<file path="src/rtl/maluch_pkg.sv">
// maluch_pkg: shared types for the Maluch 16-bit execute core
package maluch_pkg;
  localparam int DATA_W = 16;
  localparam int NREGS = 16;
  typedef enum logic [3:0] {OP_NOP = 4'h0, OP_MOV = 4'h1, OP_ALU = 4'h2, OP_CMP = 4'h3, OP_LDW = 4'h8} opcode_e;
  typedef enum logic [3:0] {F_ADD, F_SUB, F_AND, F_OR, F_XOR, F_NOT, F_SHL, F_SHR} funct_e;
  typedef struct packed {
    logic [3:0] opcode;
    logic [3:0] funct;
    logic imm_present;
    logic [3:0] dest;
    logic [3:0] src;
    logic [15:0] imm;
  } instr_t;
  typedef struct packed {
    logic v;
    logic c;
    logic n;
    logic z;
  } csr_t;
  function automatic instr_t decode(input logic [31:0] w);
    return '{opcode: w[31:28], funct: w[27:24], imm_present: w[23], dest: w[19:16], src: w[3:0], imm: w[15:0]};
  endfunction
endpackage

</file>
<file path="src/rtl/maluch_alu.sv">
// maluch_alu: combinational ALU producing a result and fresh {V,C,N,Z} flags
module maluch_alu
  import maluch_pkg::*;
(
  input  logic [15:0] src1,
  input  logic [15:0] src2,
  input  logic [3:0]  funct,
  output logic [15:0] result,
  output csr_t        csr_out
);
  logic [16:0] sum, dif, shl, shr;
  logic c, v;
  always_comb begin
    sum = {1'b0, src1} + {1'b0, src2};
    dif = {1'b0, src1} - {1'b0, src2};
    // one spare bit on the outgoing side captures the last bit shifted out
    shl = {1'b0, src1} << src2[3:0];
    shr = {src1, 1'b0} >> src2[3:0];
    result = src2;
    c = 1'b0;
    v = 1'b0;
    case (funct)
      F_ADD: begin
        result = sum[15:0];
        c = sum[16];
        v = (src1[15] == src2[15]) && (sum[15] != src1[15]);
      end
      F_SUB: begin
        result = dif[15:0];
        c = ~dif[16];
        v = (src1[15] != src2[15]) && (dif[15] != src1[15]);
      end
      F_AND: result = src1 & src2;
      F_OR:  result = src1 | src2;
      F_XOR: result = src1 ^ src2;
      F_NOT: result = ~src2;
      F_SHL: begin
        result = shl[15:0];
        c = shl[16];
      end
      F_SHR: begin
        result = shr[16:1];
        c = shr[0];
      end
      default: ;
    endcase
    csr_out = '{v: v, c: c, n: result[15], z: result == 16'h0};
  end
endmodule

</file>
<file path="src/rtl/maluch_core.sv">
// maluch_core: single-issue execute stage with decode reg, 16x16 regfile, csr and write-back
module maluch_core
  import maluch_pkg::*;
#(
  parameter int DATA_W = 16,
  parameter int NREGS = 16
) (
  input  logic              clk,
  input  logic              _reset,
  input  logic [31:0]       instr_in,
  input  logic [DATA_W-1:0] load_data,
  output logic [DATA_W-1:0] mem_addr,
  output logic              wb_en,
  output logic [3:0]        wb_addr,
  output logic [DATA_W-1:0] wb_data,
  output logic [3:0]        flags
);
  instr_t d;
  csr_t csr, alu_csr;
  logic [DATA_W-1:0] regs [NREGS];
  logic [DATA_W-1:0] src1, src2, alu_res;
  logic is_mov, is_alu, is_cmp, is_ldw;
  logic unused_rsvd;
  assign unused_rsvd = ^instr_in[22:20];
  always_ff @(posedge clk)
    if (_reset) d <= '0;
    else d <= decode(instr_in);
  always_comb begin
    is_mov = d.opcode == OP_MOV;
    is_alu = d.opcode == OP_ALU;
    is_cmp = d.opcode == OP_CMP;
    is_ldw = d.opcode == OP_LDW;
    src1 = regs[d.dest];
    src2 = d.imm_present ? d.imm : regs[d.src];
    wb_en = is_mov || is_alu || is_ldw;
    wb_addr = d.dest;
    wb_data = is_mov ? src2 : is_alu ? alu_res : is_ldw ? load_data : '0;
    mem_addr = is_ldw ? src2 : '0;
  end
  maluch_alu u_alu (
    .src1(src1),
    .src2(src2),
    .funct(d.funct),
    .result(alu_res),
    .csr_out(alu_csr)
  );
  // the reset edge wins over the pending write, so a mid-stream reset discards decode
  always_ff @(posedge clk)
    if (_reset) begin
      for (int i = 0; i < NREGS; i++) regs[i] <= '0;
      csr <= '0;
    end else begin
      if (wb_en) regs[wb_addr] <= wb_data;
      if (is_alu || is_cmp) csr <= alu_csr;
    end
  assign flags = csr;
endmodule

</file>
<file path="config.mk">
export PLATFORM = sky130hd
export DESIGN_NAME = maluch_core
export DESIGN_NICKNAME = d
export VERILOG_FILES = /design/src/rtl/maluch_pkg.sv /design/src/rtl/maluch_alu.sv /design/src/rtl/maluch_core.sv
export SDC_FILE = /design/constraint.sdc
export NUM_CORES = 1
export LEC_CHECK = 0
export CAP_MARGIN = 20
export CORE_ASPECT_RATIO = 1.25
export CORE_MARGIN = 5
export CORE_UTILIZATION = 28
export DETAILED_ROUTE_END_ITERATION = 10
export GPL_TIMING_DRIVEN = 0
export PLACE_DENSITY = 0.43
export SYNTH_ARGS = -nofsm -noshare
export SYNTH_HDL_FRONTEND = slang
export SYNTH_SLANG_ARGS = --single-unit
</file>
<file path="constraint.sdc">
create_clock -name clk -period 17.24 [get_ports clk]
set_clock_uncertainty 0.2 [all_clocks]
set_input_delay 2.586 -clock clk [delete_from_list [all_inputs] [get_ports clk]]
set_output_delay 2.586 -clock clk [all_outputs]
set_load 0.01 [all_outputs]
</file>
---- Word level (Yosys, flattened, before mapping) ----
Memories as Yosys holds them, arrays and structs flattened. A register that Yosys moved wholly into a read port is not among the register bits.
Cells that the tools add are included.
operators by class
  add/subtract/negate cells ............... 2
  $mul .................................... 0
  div/mod/pow operators ................... 0
  $lt $le $gt $ge ......................... 0
  equality and inequality tests ........... 15
  shift operators ......................... 2
  muxes and demuxes ....................... 18
  bitwise operators ....................... 5
  reductions and logical operators ........ 8
operator list
  kind                number
  $pmux 16 s8         1
  $mux 16             6
  $add 16x16->17      1
  $shl 16x4->17       1
  $shr 17x4->17       1
  $sub 16x16->17      1
  $and 16x16->16      1
  $eq 4x2->1 const B  4
  $eq 4x3->1 const B  4
  $logic_not 16->1    1
  $not 16->16         1
  $or 16x16->16       1
  $reduce_or 16->1    1
  $xor 16x16->16      1
  $mux 4              3
  $eq 4x1->1 const B  2
  $mux 1              6
  $eq 4x4->1 const B  1
  $logic_not 4->1     1
  $pmux 1 s4          1
  $logic_or 1x1->1    3
  $ne 1x1->1          3
  $logic_and 1x1->1   2
  $pmux 1 s2          1
  2 further kinds     2
word-level totals
  flip-flop bits (word level) ............. 33
  latch bits .............................. 0
  memory bits (writable) .................. 256
  memory bits (read-only) ................. 0
  input port bits ......................... 50
  logic and storage cells ................. 60
  memories kept ........................... 1
memory list
  name  depth  width  read ports  clocked after Yosys merged registers in  write ports  line               RTL
  regs  16     16     2           2                                        16           maluch_core.sv:20  logic [DATA_W-1:0] regs [NREGS];

---- Longest topological paths before layout ----
  depth in word-level cells ............... 8
  mapped depth ............................ 25
  depth with buffers taken out ............ 19

---- Hierarchy ----
Synthesis repeated with hierarchy kept, for this count alone.
unflattened totals
  cells, all modules ...................... 1786
  area total of the unflattened synthesis .. 20079.3 µm²
by module, submodules not included
  module       times used  cells each  area an instance (µm²)
  maluch_core  1           1145        15442.3
  maluch_alu   1           641         4636.9

---- Least setup slack after synthesis ----
Ideal clock, no wire load.
  path kind ............................... flip-flop to output port
  start ................................... register d[1] (netlist name)
  end ..................................... output wb_data[13]
  arrival ................................. 5.416 ns
  required time ........................... 14.454 ns
  path slack .............................. 9.038 ns
  cell stages (with the launch flop) ...... 22
  buffers on the path ..................... 6
  cell sequence ........................... dfxtp_1 > buf_2 > buf_2 > buf_1 > clkbuf_1 > mux4_2 > mux4_2 > mux2i_1 > ha_1 > a2111oi_0 > o21ai_0 > o311a_1 > a211oi_1 > or2_2 > a21oi_1 > a221oi_1 > a21oi_1 > a211oi_1 > o221a_2 > buf_2 > clkbuf_1 > inv_1
between the ends
  word-level cells in the longest chain between the ends .. 5
  elaborated cells on any way between the ends .. 8
  classes of those cells .................. add/sub (2); shift (2); mux (4)
ends and longest elaborated chain
  what                                          line               RTL
  start: declaration                            maluch_core.sv:18  instr_t d;
  start signal: assignment                      maluch_core.sv:27  else d <= decode(instr_in);
  $mux 16 *                                     maluch_core.sv:34  src2 = d.imm_present ? d.imm : regs[d.src];
  $sub 16x16->17, or another cell as far along  maluch_alu.sv:15   dif = {1'b0, src1} - {1'b0, src2};
  $pmux 16 s8 *                                 maluch_alu.sv:22   case (funct)
  $mux 16 * (2 in series)                       maluch_core.sv:37  wb_data = is_mov ? src2 : is_alu ? alu_res : is_ldw ? load_data : '0;
  end: declaration                              maluch_core.sv:15  output logic [DATA_W-1:0] wb_data,
Every way passes the cells marked *; elsewhere a longest branch is shown, timed or not.

---- Worst setup path after layout ----
  start ................................... register d[1] (netlist name)
  end ..................................... output wb_data[10]
The elaborated chain is that of the path after synthesis.

==> reports/qor.csv <==
stage;metric;value;unit
critical_path;WP data arrival;10070;ps
floorplan;Site Rows;107;
power;Reg power frac;36.9;%
logic_synthesis;synthesized area per cell;11.3;um^2
logic_synthesis;Synth area leaders;edfxtp_1, mux4_2, nor2_1;
global_route;All-Layer GR Usage;21.9;%
clocking;Inserted Clock Buffers;34;
floorplan;initial core utilization;28.2;%
detailed_routing;met3 wire length;4330;um
timing;max frequency;77.8;MHz
floorplan;Die Ht;303;um
detailed_routing;DR DRC count;0;
floorplan;DIE WIDTH;244;um
critical_path;critical path launch point type;flop;
detailed_routing;top sig layer;met4;
global_route;largest net degree at the start of global routing;17;
timing;minimum clock period;12850;ps
detailed_routing;met2 WL;42100;um
detailed_routing;Detailed Route Iter0 Violations;1517;
logic_synthesis;number of flops mapped to enable cells by yosys;256;
run;Max Cap Violations;0;
logic_synthesis;Gate Count Post-Synth;1703;
power;Pint;1.47;mW
timing;Slew headroom;17.3;%
power;Pwr per Cell Area;97.1;mW/mm^2
power;part of the power in the clock network;35.9;%
power;Switch Pwr;712;uW
global_route;initial antenna violation count;0;
finish;diode count;0;
placed_design;Routability Congestion;0.960;
detailed_routing;detailed-route wire length;82600;um
hold_path;Worst Hold Class;flop to flop;
power;combinational power share;27.2;%
clocking;clk sinks;289;
power;LEAKAGE;7.78;nW
finish;fill cell count;6818;
timing;setup_tns;0;ps
clocking;Clk Latency, worst-skew pair;560;ps
logic_synthesis;synth warn;0;
logic_synthesis;FFs w/ async S/R, synth;0;%
detailed_routing;Avg WL per Cell;30.2;um
timing;Least-Margin Pin Slew;1210;ps
critical_path;CP Capture Type;output port;
clocking;maximum buffer depth of the clock tree;3;
floorplan;Die ar.;0.0740;mm^2
critical_path;worst-path maximum fanout;10;
logic_synthesis;Post-synth top cells;nor2_1, edfxtp_1, mux4_2, a21oi_1, nand2_1;
global_route;number of global-route vias before repair;16000;
logic_synthesis;leading area contributor after synthesis;edfxtp_1;
timing;RSZ-0062 raised after global routing;no;
critical_path;Slowest cell on crit path;mux2i_1;
finish;P&R area growth vs syn;16.7;%
logic_synthesis;Yosys top cell area share;40.0;%
clocking;H-tree levels;2;
finish;Nets;1940;
floorplan;core area;0.0681;mm^2
critical_path;critical path type;flop to output port;
clocking;Post-CTS Resized;0;
placed_design;DP Worst Slack;5040;ps
floorplan;I/O pins;91;
critical_path;worst reg2reg setup slack;7770;ps
critical_path;Max stage delay on crit path;900;ps
detailed_routing;DR vias;15400;
clocking;CTS Hold Buffers Added;0;
timing;Setup WS post-layout;4390;ps
logic_synthesis;post-synthesis cell area;0.0192;mm^2
detailed_routing;Metal-1 WL;31100;um
placed_design;port buffer count;86;
placed_design;DP HPWL;65300;um
clocking;setup bufs post-CTS;0;
logic_synthesis;Most used DFF post-synth;edfxtp_1;
timing;Max Transition Viols Final;0;
global_route;global-route wire length before repair;118000;um
finish;non-filler cells in the finished layout;2730;
timing;Tcrit/Tclk final;74.6;%
finish;layout cell share with drive strength beyond 1;16.3;%
logic_synthesis;most common cell in the synthesized netlist;nor2_1;
detailed_routing;number of iterations in the first detailed-routing pass;6;
placed_design;placed insts;2669;
power;IR drop worst, VDD;0.0799;mV
power;Sw Ratio;32.7;%
timing;final hold vios;0;
critical_path;Critical Path, Cell by Cell;buf_2 -> buf_2 -> buf_1 -> clkbuf_1 -> mux4_2 -> mux4_2 -> mux2i_1 -> inv_1 -> ha_1 -> o31a_1 -> or4_1 -> a21oi_1 -> o22ai_1 -> a221oi_1 -> o2111ai_1 -> o22ai_1 -> nor2_1 -> a221oi_2 -> clkbuf_1 -> inv_1 -> clkdlybuf4s50_1;
global_route;GRT overflow;0;
logic_synthesis;synthesis-stage register bit count;289;
detailed_routing;routed vias/inst;5.65;
logic_synthesis;syn nets;1810;
logic_synthesis;sequential fraction of the synthesis area;43.4;%
clocking;clk slew on worst S/H paths;80;ps
run_status;status;completed;
timing;Setup violations, final;0;
detailed_routing;DRT antenna net count;0;
clocking;CTS tree;built;
clocking;CTS root buffer;clkbuf_16;
critical_path;critical path required time;14450;ps
logic_synthesis;Yosys cell types;88;
==> path summary, 6_finish.rpt <==
| kind | cells after the start | start | end |
|---|---|---|---|
| worst max-delay path | 21 | d[1] | wb_data[10] |
| worst min register to register | 2 | flags[3] | flags[3] |
| worst min-delay path | 2 | flags[3] | flags[3] |
| worst max register to register | 20 | d[1] | regs[15][10] |
==> state kept, by name (all words and copies together) (netlist names) <==
signal	count
flags	4
regs	256
wb_addr	4
d	25
==> critical path: cells and delay by family, from the launching register on <==
family,cells,cell delay (ps)
fa+ha+maj,1,400
buf+inv,8,3740
compound gates,7,2600
flops,1,310
mux,3,1860
simple gates,2,560
==> layout make-up <==
cell class	instances	area (um^2)	area share [%]
Multi-Input combinational cell	1199	9850	43.9
Sequential cell	289	8350	37.2
Tap cell	872	1090	4.87
Timing Repair Buffer	94	933	4.16
Clock buffer	43	895	3.99
Buffer	149	782	3.49
Clock inverter	18	278	1.24
Inverter	66	248	1.10
==> metrics by stage <==
stage / util [%] / hold slack, ps / total power, mW / cell area [um^2]
after floorplan: - / 310 / 1.17 / 19200
after global placement: 31.1 / 349 / 1.40 / 21200
after detailed placement: 31.2 / 342 / 1.40 / 21300
after global routing: 32.9 / 384 / 2.25 / 22400
final: 32.9 / 365 / 2.18 / 22400
after CTS: 32.9 / 352 / 2.19 / 22400
==> power groups by stage <==
stage | combinational, mW | clock [mW] | sequential, mW
floorplan | 0.360 | 0 | 0.810
global placement | 0.583 | 0 | 0.816
detailed placement | 0.579 | 0 | 0.818
CTS | 0.582 | 0.800 | 0.804
global route | 0.621 | 0.826 | 0.807
finish | 0.592 | 0.782 | 0.804
==> placed cells by master (no fill, tap or decap), types with 11 or more instances in the layout <==
cell	instances
nor2_1	354
edfxtp_1	256
mux4_2	131
a21oi_1	93
clkdlybuf4s50_1	86
clkbuf_1	85
nand2_1	78
inv_1	57
ha_1	55
nor2b_1	42
o21ai_0	41
mux2i_1	36
nand3_1	35
clkbuf_16	34
buf_2	33
dfxtp_1	33
nand2b_1	28
buf_4	21
mux4_1	20
nor3_1	19
o22ai_1	16
o211ai_1	15
buf_1	13
o221ai_1	13
a21o_1	12
and2_1	11
o21ai_1	11
a221oi_1	11
==> cells by family after synthesis <==
| group | synth area share (%) |
|---|---|
| adders and majority gates | 3.79 |
| muxes | 20.8 |
| and+or+nand+nor | 14.7 |
| buffers and inverters | 5.36 |
| AOI/OAI and AO/OA | 11.6 |
| xor gates and xnor gates | 0.273 |
| DFF | 43.4 |
==> metal layers <==
metal	global-route usage, %	vias up
li1	-	6703
met1	25.5	7889
met2	39.5	638
met3	2.91	192
met4	11.2	0
met5	0	-
Power figures use the tool's default switching activity.
